### config.mk
export PLATFORM = sky130hd
export DESIGN_NAME = div_seq_ctrl_flat
export DESIGN_NICKNAME = d
export VERILOG_FILES = /design/src/rtl/div_seq_ctrl_pkg.sv /design/src/rtl/div_seq_ctrl_if.sv /design/src/rtl/div_seq_ctrl_core.sv /design/src/rtl/div_seq_ctrl.sv /design/src/flat_wrapper.sv
export SDC_FILE = /design/constraint.sdc
export NUM_CORES = 1
export LEC_CHECK = 0
export CAP_MARGIN = 5
export CORE_ASPECT_RATIO = 0.5
export CORE_MARGIN = 2
export CORE_UTILIZATION = 30
export CTS_BUF_LIST = sky130_fd_sc_hd__clkbuf_8
export DETAILED_ROUTE_END_ITERATION = 16
export RECOVER_POWER = 50
export SYNTH_ARGS = -nofsm -noshare
export SYNTH_HDL_FRONTEND = slang
export SYNTH_SLANG_ARGS = --single-unit
### constraint.sdc
create_clock -name clk -period 5.74 [get_ports clk]
set_input_delay 1.435 -clock clk [delete_from_list [all_inputs] [get_ports clk]]
set_output_delay 1.435 -clock clk [all_outputs]
set_load 0.005 [all_outputs]
### src/rtl/div_seq_ctrl_pkg.sv
// div_seq_ctrl_pkg -- shared types and constants for the sequential divider.
//   div_state_t : controller state encoding
//   DIV_ITER    : radix-2 iterations per divide
//   DIV_LAT     : start-to-done latency in cycles on the iterative path
//   DIV_ZERO_Q  : quotient produced by an unsigned divide-by-zero
package div_seq_ctrl_pkg;

   typedef enum logic [2:0] {
      ST_IDLE = 3'd0,
      ST_PREP = 3'd1,
      ST_BUSY = 3'd2,
      ST_FIX  = 3'd3,
      ST_DONE = 3'd4
   } div_state_t;

   localparam int          DIV_ITER   = 32;
   localparam int          DIV_LAT    = 35;
   localparam logic [31:0] DIV_ZERO_Q = 32'hFFFF_FFFF;

   // Two's-complement magnitude when the operand is treated as signed.
   function automatic logic [31:0] mag32(input logic [31:0] v, input logic is_signed);
      return (is_signed && v[31]) ? (32'd0 - v) : v;
   endfunction

endpackage

### src/rtl/div_seq_ctrl_if.sv
// div_seq_ctrl_if -- EX-stage <-> divider handshake bundle.
//   master : pipeline side (drives start/divsigned/a/b/annul)
//   slave  : divider side  (drives stall/done/hilowe/hi_i/lo_i)
interface div_seq_ctrl_if;
   logic        start;
   logic        divsigned;
   logic [31:0] a;
   logic [31:0] b;
   logic        annul;
   logic        stall;
   logic        done;
   logic        hilowe;
   logic [31:0] hi_i;
   logic [31:0] lo_i;

   modport master (
      output start, divsigned, a, b, annul,
      input  stall, done, hilowe, hi_i, lo_i
   );

   modport slave (
      input  start, divsigned, a, b, annul,
      output stall, done, hilowe, hi_i, lo_i
   );
endinterface

### src/rtl/div_seq_ctrl_core.sv
// div_core -- unsigned radix-2 restoring shift-subtract datapath.
//   clk, rst   : clock, synchronous active-high reset
//   init       : load dividend/divisor magnitudes, clear partial remainder
//   step       : one restoring iteration, quotient bit shifted in LSB (MSB-first)
//   dividend   : unsigned dividend (loaded on init)
//   divisor    : unsigned divisor (loaded on init)
//   quotient   : quotient after DIV_ITER steps
//   remainder  : remainder after DIV_ITER steps
module div_core (
   input  logic        clk,
   input  logic        rst,
   input  logic        init,
   input  logic        step,
   input  logic [31:0] dividend,
   input  logic [31:0] divisor,
   output logic [31:0] quotient,
   output logic [31:0] remainder
);

   logic [32:0] rem;
   logic [31:0] quo;
   logic [31:0] dvs;
   logic [33:0] trial;

   // The quotient register doubles as the dividend shifter: its MSB feeds the
   // remainder while the new quotient bit enters at the LSB. One extra bit of
   // headroom gives the borrow that decides restore versus keep.
   assign trial = {rem, quo[31]} - {2'b00, dvs};

   always_ff @(posedge clk) begin
      if (rst) begin
         rem <= '0;
         quo <= '0;
         dvs <= '0;
      end else if (init) begin
         rem <= '0;
         quo <= dividend;
         dvs <= divisor;
      end else if (step) begin
         if (!trial[33]) rem <= trial[32:0];
         else            rem <= {rem[31:0], quo[31]};
         quo <= {quo[30:0], ~trial[33]};
      end
   end

   assign quotient  = quo;
   assign remainder = rem[31:0];

endmodule

### src/rtl/div_seq_ctrl.sv
// div_seq_ctrl -- multi-cycle DIV/DIVU controller for the EX stage.
//   clk  : rising-edge clock
//   rst  : synchronous active-high reset
//   bus  : div_seq_ctrl_if.slave (start/divsigned/a/b/annul in;
//          stall/done/hilowe/hi_i/lo_i out)
// Build option: DIV_ZERO_FAST_EN -- a zero divisor skips the iteration and
// goes straight to DONE with the divide-by-zero results.
//
// state | meaning
// IDLE  | waiting for start; operands latched on accept
// PREP  | operand magnitudes loaded into div_core, iteration counter armed
// BUSY  | one restoring step per cycle, DIV_ITER cycles
// FIX   | signs applied, results registered into hi_i/lo_i
// DONE  | one-cycle done/hilowe strobe, pipeline released
module div_seq_ctrl
   import div_seq_ctrl_pkg::*;
(
   input  logic             clk,
   input  logic             rst,
   div_seq_ctrl_if.slave    bus
);

   localparam logic [4:0] ITER_LAST = 5'(DIV_ITER - 1);

   div_state_t  state, state_nxt;
   logic [31:0] a_q, b_q;
   logic        sgn_q;
   logic [4:0]  cnt;
   logic [31:0] hi_r, lo_r;

   logic        accept, core_init, core_step, fix_we;
   logic        stall_c, done_c;
   logic [31:0] core_q, core_r;
   logic        neg_q, neg_r;
`ifdef DIV_ZERO_FAST_EN
   logic        zero_we;
`endif

   always_ff @(posedge clk) begin
      if (rst) state <= ST_IDLE;
      else     state <= state_nxt;
   end

   always_comb begin
      state_nxt = state;
      accept    = 1'b0;
      core_init = 1'b0;
      core_step = 1'b0;
      fix_we    = 1'b0;
      stall_c   = 1'b0;
      done_c    = 1'b0;
`ifdef DIV_ZERO_FAST_EN
      zero_we   = 1'b0;
`endif
      case (state)
         ST_IDLE: begin
            if (bus.start && !bus.annul) begin
               accept  = 1'b1;
               stall_c = 1'b1;
`ifdef DIV_ZERO_FAST_EN
               if (bus.b == 32'd0) begin
                  zero_we   = 1'b1;
                  state_nxt = ST_DONE;
               end else begin
                  state_nxt = ST_PREP;
               end
`else
               state_nxt = ST_PREP;
`endif
            end
         end
         ST_PREP: begin
            stall_c   = 1'b1;
            core_init = !bus.annul;
            state_nxt = bus.annul ? ST_IDLE : ST_BUSY;
         end
         ST_BUSY: begin
            stall_c   = 1'b1;
            core_step = !bus.annul;
            if (bus.annul)         state_nxt = ST_IDLE;
            else if (cnt == 5'd0)  state_nxt = ST_FIX;
         end
         ST_FIX: begin
            stall_c   = 1'b1;
            fix_we    = !bus.annul;
            state_nxt = bus.annul ? ST_IDLE : ST_DONE;
         end
         ST_DONE: begin
            // A flushed instruction must not write HI/LO; a new start here
            // belongs to the next instruction and is taken from IDLE.
            done_c    = !bus.annul;
            state_nxt = ST_IDLE;
         end
         default: state_nxt = ST_IDLE;
      endcase
   end

   always_ff @(posedge clk) begin
      if (rst) begin
         a_q   <= '0;
         b_q   <= '0;
         sgn_q <= 1'b0;
      end else if (accept) begin
         a_q   <= bus.a;
         b_q   <= bus.b;
         sgn_q <= bus.divsigned;
      end
   end

   // Down-counter: armed in PREP, BUSY ends on the terminal count.
   always_ff @(posedge clk) begin
      if (rst)                         cnt <= '0;
      else if (core_init)              cnt <= ITER_LAST;
      else if (core_step && cnt != 0)  cnt <= cnt - 5'd1;
   end

   div_core u_core (
      .clk       (clk),
      .rst       (rst),
      .init      (core_init),
      .step      (core_step),
      .dividend  (mag32(a_q, sgn_q)),
      .divisor   (mag32(b_q, sgn_q)),
      .quotient  (core_q),
      .remainder (core_r)
   );

   // A zero divisor yields q=all-ones, r=|a| from the restoring loop; the
   // ordinary sign fix then produces the required divide-by-zero results.
   assign neg_q = sgn_q & (a_q[31] ^ b_q[31]);
   assign neg_r = sgn_q & a_q[31];

   always_ff @(posedge clk) begin
      if (rst) begin
         hi_r <= '0;
         lo_r <= '0;
      end else if (fix_we) begin
         lo_r <= neg_q ? (32'd0 - core_q) : core_q;
         hi_r <= neg_r ? (32'd0 - core_r) : core_r;
      end
`ifdef DIV_ZERO_FAST_EN
      else if (zero_we) begin
         lo_r <= (bus.divsigned && bus.a[31]) ? 32'd1 : DIV_ZERO_Q;
         hi_r <= bus.a;
      end
`endif
   end

   assign bus.stall  = stall_c;
   assign bus.done   = done_c;
   assign bus.hilowe = done_c;
   assign bus.hi_i   = hi_r;
   assign bus.lo_i   = lo_r;

endmodule
### src/flat_wrapper.sv
// flat-port wrapper written by rule: the top's interface ports become plain ports
module div_seq_ctrl_flat import div_seq_ctrl_pkg::*;
  (clk, rst, bus_start, bus_divsigned, bus_a, bus_b, bus_annul, bus_stall, bus_done, bus_hilowe, bus_hi_i, bus_lo_i);
  div_seq_ctrl_if bus_i ();
  input  logic clk;
  input  logic rst;
  input wire logic [$bits(bus_i.start)-1:0] bus_start;
  input wire logic [$bits(bus_i.divsigned)-1:0] bus_divsigned;
  input wire logic [$bits(bus_i.a)-1:0] bus_a;
  input wire logic [$bits(bus_i.b)-1:0] bus_b;
  input wire logic [$bits(bus_i.annul)-1:0] bus_annul;
  output wire logic [$bits(bus_i.stall)-1:0] bus_stall;
  output wire logic [$bits(bus_i.done)-1:0] bus_done;
  output wire logic [$bits(bus_i.hilowe)-1:0] bus_hilowe;
  output wire logic [$bits(bus_i.hi_i)-1:0] bus_hi_i;
  output wire logic [$bits(bus_i.lo_i)-1:0] bus_lo_i;
  assign bus_i.start = bus_start;
  assign bus_i.divsigned = bus_divsigned;
  assign bus_i.a = bus_a;
  assign bus_i.b = bus_b;
  assign bus_i.annul = bus_annul;
  assign bus_stall = bus_i.stall;
  assign bus_done = bus_i.done;
  assign bus_hilowe = bus_i.hilowe;
  assign bus_hi_i = bus_i.hi_i;
  assign bus_lo_i = bus_i.lo_i;
  div_seq_ctrl u_core (.clk(clk), .rst(rst), .bus(bus_i));
endmodule
==> results of run 1 <==
## per-layer routing
layer  vias up  part of all wire
met5         -                 0
li1       6011                 -
met1      5488              0.45
met4         0             0.023
met3        58             0.036
met2       171              0.49
## stage by stage
stage / cells / hold slack (ns)
finish: 2323 / 0.449
global route: 2323 / 0.458
CTS: 2323 / 0.452
detailed placement: 2258 / 0.446
global placement: 2258 / 0.441
floorplan: 1639 / 0.432
## kinds of logic (layout without fill, tap and decap cells)
logic type / after synthesis / in the layout / share of synthesized area
buf+inv: 157 / 264 / 0.0466
simple gates: 571 / 571 / 0.198
mux: 22 / 22 / 0.0172
flops: 234 / 234 / 0.364
fa+ha+maj: 39 / 39 / 0.0385
compound gates: 480 / 480 / 0.243
xor+xnor: 136 / 136 / 0.0926
## power by group through the flow
| stage | logic (mW) | registers (mW) | clock network, mW |
|---|---|---|---|
| detailed placement | 0.651 | 1.74 | 0 |
| finish | 0.649 | 1.71 | 1.46 |
| global placement | 0.646 | 1.74 | 0 |
| global route | 0.726 | 1.71 | 1.57 |
| floorplan | 0.486 | 1.73 | 0 |
| CTS | 0.653 | 1.71 | 1.51 |
## critical path: cells and delay by family
| family | cells | cell delay [ns] |
|---|---|---|
| buf+inv | 2 | 1.17 |
| simple gates | 1 | 0.38 |
## final cells by class
| type | instances | area, um2 |
|---|---|---|
| Sequential cell | 234 | 4680 |
| Fill cell | 4465 | 26700 |
| Tap cell | 577 | 722 |
| Clock inverter | 20 | 121 |
| Clock buffer | 45 | 619 |
| Multi-Input combinational cell | 1248 | 7600 |
| Inverter | 54 | 203 |
| Timing Repair Buffer | 145 | 1430 |
## state kept, by name, summed over array words and instances, names as in the netlist
register                cells
u_core.a_q                 32
u_core.b_q                 32
u_core.bus.hi_i            32
u_core.bus.lo_i            32
u_core.cnt                  5
u_core.sgn_q                1
u_core.state                3
u_core.u_core.dvs          32
u_core.u_core.quotient     32
u_core.u_core.rem          33
## final timing paths
check | start | end | slack [ns] | cells after the start
hold / removal | u_core.bus.lo_i[21] | u_core.bus.lo_i[21] | 0.45 | 2
setup / recovery | bus_annul | bus_hilowe | 1.33 | 3
hold reg to reg | u_core.bus.lo_i[21] | u_core.bus.lo_i[21] | 0.45 | 2
setup reg to reg | u_core.u_core.quotient[31] | u_core.u_core.rem[32] | 2.03 | 12
## cell usage in the layout (no fill, tap or decap), types with 12 or more instances in the layout
master | Yosys | layout
a311oi_1 | 13 | 13
clkdlybuf4s50_1 | 0 | 69
xnor2_1 | 67 | 67
nor2_1 | 195 | 193
a21o_1 | 16 | 16
o31ai_1 | 16 | 16
mux2i_1 | 21 | 21
and3_1 | 13 | 12
or3_1 | 19 | 19
inv_1 | 54 | 65
ha_1 | 38 | 38
nor4_1 | 15 | 15
nor3_1 | 25 | 25
and2_1 | 13 | 12
a211oi_1 | 84 | 84
nand2_1 | 227 | 227
a222oi_1 | 30 | 30
o21ai_0 | 87 | 87
xor2_1 | 69 | 69
dlygate4sd3_1 | 0 | 65
clkbuf_8 | 0 | 45
dfxtp_1 | 234 | 234
a21oi_1 | 171 | 171
nand3_1 | 15 | 15
==> results.cfg, run 1 <==
[die]
die_height_um = 150
start_util = 0.305
num_io_pins = 136
fp.coreArea_mm2 = 0.0421
dieArea_mm2 = 0.0446
die_w_um = 297
row_count = 53

[clock_network]
cts_tree = done
cts_inserted_buffers = 39
holdBufCountCts = 0
clockBufferDepth = 3
clock-sinks = 234
cts_setup_buffers = 0
htreeDepth = 2
cts-root-buf = clkbuf_8
clock_latency_ns = 0.57
clkTransAtPathRegs_ns = 0.06
cts_resized = 0

[worst_setup_path]
critPathSlowestCell = dlygate4sd3_1
slowest_delay_ns = 0.59
start_kind = input port
critPathKind = in -> out
cp_cell_sequence = dlygate4sd3_1, nor4b_1, clkdlybuf4s50_1
critPathRequiredTime_ns = 4.30
endpoint_kind = output pin
crit_arrival_ns = 2.98
path_max_fanout = 4

[pwr]
p_comb_frac = 0.170
power.density_mw_per_mm2 = 248
seqPwrFrac = 0.447
sw_frac_of_total = 0.292
pwr-share-clk = 0.382
p_total_mw = 3.81
power.leakage_nw = 5.71
switchingPower_mw = 1.11
ir_drop_v = 0.000107
intPower_mw = 2.70

[place]
preCtsSetupSlack_ns = 1.47
gp_congestion = 0.906
hpwl_um = 23900
port_buffers = 135
place_area_mm2 = 0.0146

[outcome]
violations = max-capacitance violations, max-slew violations
outcome = finished, violations left

[synthesis]
synth_top_area_share = 0.364
synth_ff_type = dfxtp_1
syn_area_mm2 = 0.0129
netlist_instances = 1639
synthesis.nets = 1747
synth_most_common_cell = dfxtp_1
avgSynthCellArea_um2 = 7.85
yosysTopAreaCell = dfxtp_1
seq_area_frac_synth = 0.364
yosys-top-cells-count = dfxtp_1, nand2_1, nor2_1
async_flop_share = 0
synth.top_cells.by_area = dfxtp_1, a21oi_1, nand2_1
yosysWarningCount = 0
yosys_register_bits = 234
synthDistinctLibCells = 65
synth_edf_count = 0

[grt]
met3_usage = 0.0250
grt_max_degree = 105
grt_pass1_vias = 11100
busiest_layer = met2
antenna_found_initial = 0
grtUsageTotal = 0.148
use_met2 = 0.269
use_met1 = 0.180
grt_pass1_wl_um = 55200
grt-ovfl-total = 0

[finish]
nets = 1830
post-route-util = 0.365
area_growth_pct = 19.5
drive_gt1_frac = 0.0515
n_antenna_cell = 0
design_area_mm2 = 0.0154

[sta]
fmax_mhz = 227
finalCritPeriodShare = 0.769
setup_viol = 0
rsz0062_at_grt = no
slew_viol_final = 87
hold_viol = 0
fin_crit_ns = 4.41
tns_ns = 0
max_slew.worst_pin.slew_ns = 1.70
maxSlewHeadroom = -0.136
final.setup.worst_slack_ns = 1.33
skew_ns = 0.0318

[drt]
avgRoutedWirePerCell_um = 14.5
first_pass_iters = 5
routed_wl_um = 33700
via_count = 11700
ant_nets = 0
drc = 0
routed_via_density = 5.05
drt_iter0_markers = 674

[hold_path]
hp-class = reg -> reg

[flow_run]
max_cap_violations = 1
No activity file was read; power rests on OpenSTA's default activity.
==> inputs of run 2 (changes only) <==
Clock period 5.74 ns to 4.6 ns, I/O delays scaled along.
==> run 2 against run 1 <==
  * The flow still finishes with violations (max-capacitance violations, max-slew violations)
  * Sequential power increased by 25%
  * Global-route usage shrank 0.38 points
  * Via count decreased by 0.83%
  * Count of clock-buffer cells in the layout up 6
  * Clock power up 24%
  * Core utilization grew 0.10 points
  * Critical endpoint unchanged
  * Largest cell class unchanged
  * Largest power group unchanged
==> results.cfg, run 2 (synthesis gave the netlist of run 1 again) <==
[finish]
n_fill_cell = 4445
drive_gt1_frac = 0.0490
area_growth_pct = 19.9
top_register = u_core.u_core.rem
stdcell_count = 2333
largest_reg_flops = 33
n_antenna_cell = 0
final_cell_mix = dfxtp_1, nand2_1, nor2_1, a21oi_1, o21ai_0
mostFrequentLayoutCell = dfxtp_1
nets = 1836

[drt]
routed_via_density = 4.99
routed_wl_um = 33300
first_pass_iters = 5
via_count = 11600
avgRoutedWirePerCell_um = 14.3
drt_iter0_markers = 671
ant_nets = 0
drc = 0

[grt]
grt_pass1_wl_um = 53600
grt_max_degree = 123
antenna_found_initial = 0
grt-ovfl-total = 0
grt_pass1_vias = 10900
grtUsageTotal = 0.144

[clock_network]
clkTransAtPathRegs_ns = 0.06
cts_tree = done
cts_setup_buffers = 0
clockBufferDepth = 3
htreeDepth = 2
clock-sinks = 234
cts-root-buf = clkbuf_8
cts_inserted_buffers = 39
clock_latency_ns = 0.54
holdBufCountCts = 0
cts_resized = 0

[sta]
hold_viol = 0
slew_viol_final = 170
rsz0062_at_grt = no
max_slew.worst_pin.slew_ns = 1.69
finalCritPeriodShare = 0.827
maxSlewHeadroom = -0.127
fmax_mhz = 263
skew_ns = 0.0132
fin_crit_ns = 3.81
tns_ns = 0
setup_viol = 0

[pwr]
power.density_mw_per_mm2 = 308
switchingPower_mw = 1.34
seqPwrFrac = 0.448
pwr-share-clk = 0.381
intPower_mw = 3.41
sw_frac_of_total = 0.283
power.leakage_nw = 5.77
p_comb_frac = 0.171
ir_drop_v = 0.000147

[worst_setup_path]
critPathRequiredTime_ns = 3.45
critPathKind = in -> out
path_max_fanout = 4
crit_arrival_ns = 2.66
start_kind = input port
endpoint_kind = output pin

[die]
die_height_um = 150
die_w_um = 297
num_io_pins = 136
start_util = 0.305
row_count = 53
dieArea_mm2 = 0.0446
fp.coreArea_mm2 = 0.0421

[hold_path]
hp-class = reg -> reg

[outcome]
outcome = finished, violations left
violations = max-capacitance violations, max-slew violations

[place]
hpwl_um = 24000
dpl.cell_count = 2264
gp_congestion = 0.882
port_buffers = 135

[flow_run]
max_cap_violations = 2
==> run 2: worst paths after layout <==
kind | start | end | slack [ns] | cells past startpoint
setup / recovery | bus_annul | bus_hilowe | 0.79 | 3
hold / removal | u_core.bus.lo_i[25] | u_core.bus.lo_i[25] | 0.45 | 2
setup reg to reg | u_core.u_core.rem[3] | u_core.u_core.quotient[0] | 1.16 | 10
hold reg to reg | u_core.bus.lo_i[25] | u_core.bus.lo_i[25] | 0.45 | 2
==> run 2: critical path, stage by stage <==
cell             delay [ns]
dlygate4sd3_1          0.58
nor4b_1                0.36
clkdlybuf4s50_1        0.57
==> run 2: through the flow <==
step	utilization	setup slack [ns]	power, mW	hold slack [ns]	cell area [um2]
3_3_place_gp	0.349	0.959	2.98	0.442	14700
4_1_cts	0.367	0.902	4.83	0.456	15500
3_5_place_dp	0.349	0.920	2.99	0.448	14700
5_1_grt	0.366	0.682	5.00	0.472	15400
2_1_floorplan	-	1.75	2.76	0.432	12900
6_report	0.366	0.795	4.75	0.453	15400
==> run 2: power groups by stage <==
stage | clock network (mW) | registers [mW] | logic (mW)
after global routing | 1.96 | 2.14 | 0.908
after floorplan | 0 | 2.16 | 0.607
after CTS | 1.88 | 2.13 | 0.820
after global placement | 0 | 2.17 | 0.814
final | 1.81 | 2.13 | 0.814
after detailed placement | 0 | 2.17 | 0.816
==> run 2: metal layers <==
| metal | part of all wire | GRT usage |
|---|---|---|
| met5 | 0 | 0 |
| met4 | 0.020 | 0.0419 |
| met3 | 0.037 | 0.0267 |
| met2 | 0.49 | 0.261 |
| met1 | 0.45 | 0.175 |
==> run 2: final cells by class <==
type,count,area [um2],share of cell area
Multi-Input combinational cell,1248,7580,0.492
Sequential cell,234,4680,0.304
Timing Repair Buffer,151,1460,0.0947
Tap cell,577,722,0.0468
Clock buffer,51,702,0.0455
Inverter,54,203,0.0132
Clock inverter,18,67.6,0.00438
==> inputs of run 3 (changes only) <==
Clock period 4.6 ns to 3.8 ns, I/O delays scaled along.
==> run 3 against run 2 <==
  * The run still ends with max-capacitance violations, max-slew violations left
  * Non-clock buffer count up 14
  * Sequential share of layout area down 0.42 points
  * Core utilization up 0.51 points
  * Critical path depth unchanged
  * Sequential cell count unchanged
  * Final cell count up 0.73%
  * Cell area up 1.4%
  * Power up 25%
  * Routed wire length up 2.8%
  * Sequential power up 21%
  * Critical path type unchanged
  * Largest power group unchanged
==> results.cfg, run 3 (synthesis gave the netlist of run 1 again) <==
[drt]
via_count = 11700
ant_nets = 0
drc = 0
first_pass_iters = 7
drt_iter0_markers = 652
routed_via_density = 5.00
routed_wl_um = 34200
avgRoutedWirePerCell_um = 14.6

[flow_run]
max_cap_violations = 1

[sta]
fin_crit_ns = 3.40
fmax_mhz = 294
max_slew.worst_pin.slew_ns = 1.54
setup_viol = 0
slew_viol_final = 33
skew_ns = 0.0202
finalCritPeriodShare = 0.895
maxSlewHeadroom = -0.0283
hold_ws_ns = 0.450
final.setup.worst_slack_ns = 0.400
rsz0062_at_grt = no
hold_viol = 0
tns_ns = 0

[finish]
area_growth_pct = 21.6
top_register = u_core.u_core.rem
largest_reg_flops = 33
seqCellArea_mm2 = 0.00468
drive_gt1_frac = 0.0637
n_antenna_cell = 0
stdcell_count = 2350
nets = 1850
multi_input_area_mm2 = 0.00758
design_area_mm2 = 0.0156
n_fill_cell = 4392
final_cell_mix = dfxtp_1, nand2_1, nor2_1, a21oi_1, clkdlybuf4s50_1
post-route-util = 0.371
mostFrequentLayoutCell = dfxtp_1

[clock_network]
clockBufferDepth = 3
clkTransAtPathRegs_ns = 0.06
clock-sinks = 234
clock_latency_ns = 0.56
cts_resized = 0
cts_inserted_buffers = 39
cts_setup_buffers = 0
holdBufCountCts = 0
cts_tree = done
htreeDepth = 2
cts-root-buf = clkbuf_8

[grt]
antenna_found_initial = 0
grt_pass1_vias = 11100
grt_max_degree = 177
grt-ovfl-total = 0
grt_pass1_wl_um = 55600
grtUsageTotal = 0.150

[die]
dieArea_mm2 = 0.0446
die_height_um = 150
die_w_um = 297
fp.coreArea_mm2 = 0.0421
row_count = 53
start_util = 0.305
num_io_pins = 136

[worst_setup_path]
crit_family = buffers and inverters
slowest_delay_ns = 0.59
critPathKind = in -> out
critPathSlowestCell = dlygate4sd3_1
endpoint_kind = output pin
cp_cell_sequence = dlygate4sd3_1, nor4b_1, clkdlybuf4s50_1
critPathBufInv = 2
start_kind = input port
crit_arrival_ns = 2.45
critPathRequiredTime_ns = 2.85
path_max_fanout = 4

[place]
preCtsSetupSlack_ns = 0.536
place_area_mm2 = 0.0148
hpwl_um = 24700
dpl.cell_count = 2278
port_buffers = 135
gp_congestion = 0.880

[pwr]
p_total_mw = 5.94
ir_drop_v = 0.000159
power.density_mw_per_mm2 = 380
power.leakage_nw = 5.74

[outcome]
outcome = finished, violations left
violations = max-capacitance violations, max-slew violations

[hold_path]
hp-class = reg -> reg
==> run 3: changes by cell type in the layout (fill, tap and decap cells not counted), moves of 3 or more <==
| cell | delta |
|---|---|
| clkdlybuf4s50_1 | +35 |
| dlygate4sd3_1 | -35 |
| buf_4 | +10 |
| inv_1 | -9 |
| clkinv_2 | +5 |
| buf_12 | +3 |
| clkbuf_8 | +3 |
==> run 3: tightest hold or removal path, stage by stage (launching register included) <==
cell     delay, ns
dfxtp_1       0.30
nand2_1       0.05
a21oi_1       0.05
==> run 3: cell type report <==
| type | count | share of cell area |
|---|---|---|
| clock inverter | 18 | 0.00584 |
| timing repair buffer | 165 | 0.102 |
| multi-input combinational | 1248 | 0.485 |
| clock buffer | 54 | 0.0476 |
| inverter | 54 | 0.0130 |
| sequential | 234 | 0.300 |
| tap | 577 | 0.0462 |
==> run 3: path summary, 6_finish.rpt <==
kind	start	to	slack (ns)	cells after the start
worst max-delay path	bus_annul	bus_hilowe	0.40	3
worst min-delay path	u_core.bus.lo_i[23]	u_core.bus.lo_i[23]	0.45	2
worst max register to register	u_core.u_core.quotient[31]	u_core.u_core.rem[32]	0.47	13
worst min register to register	u_core.bus.lo_i[23]	u_core.bus.lo_i[23]	0.45	2
==> run 3: layer usage <==
layer | track usage | share of wire | up-vias
li1 | - | - | 6076
met1 | 0.183 | 0.45 | 5449
met2 | 0.273 | 0.49 | 170
met3 | 0.0244 | 0.035 | 47
met4 | 0.0424 | 0.019 | 0
met5 | 0 | 0 | -
==> run 3: power breakdown <==
group	switching, mW	internal [mW]
Combinational	0.574	0.454
Clock	1.07	1.27
Sequential	0.0653	2.51
Total	1.70	4.24
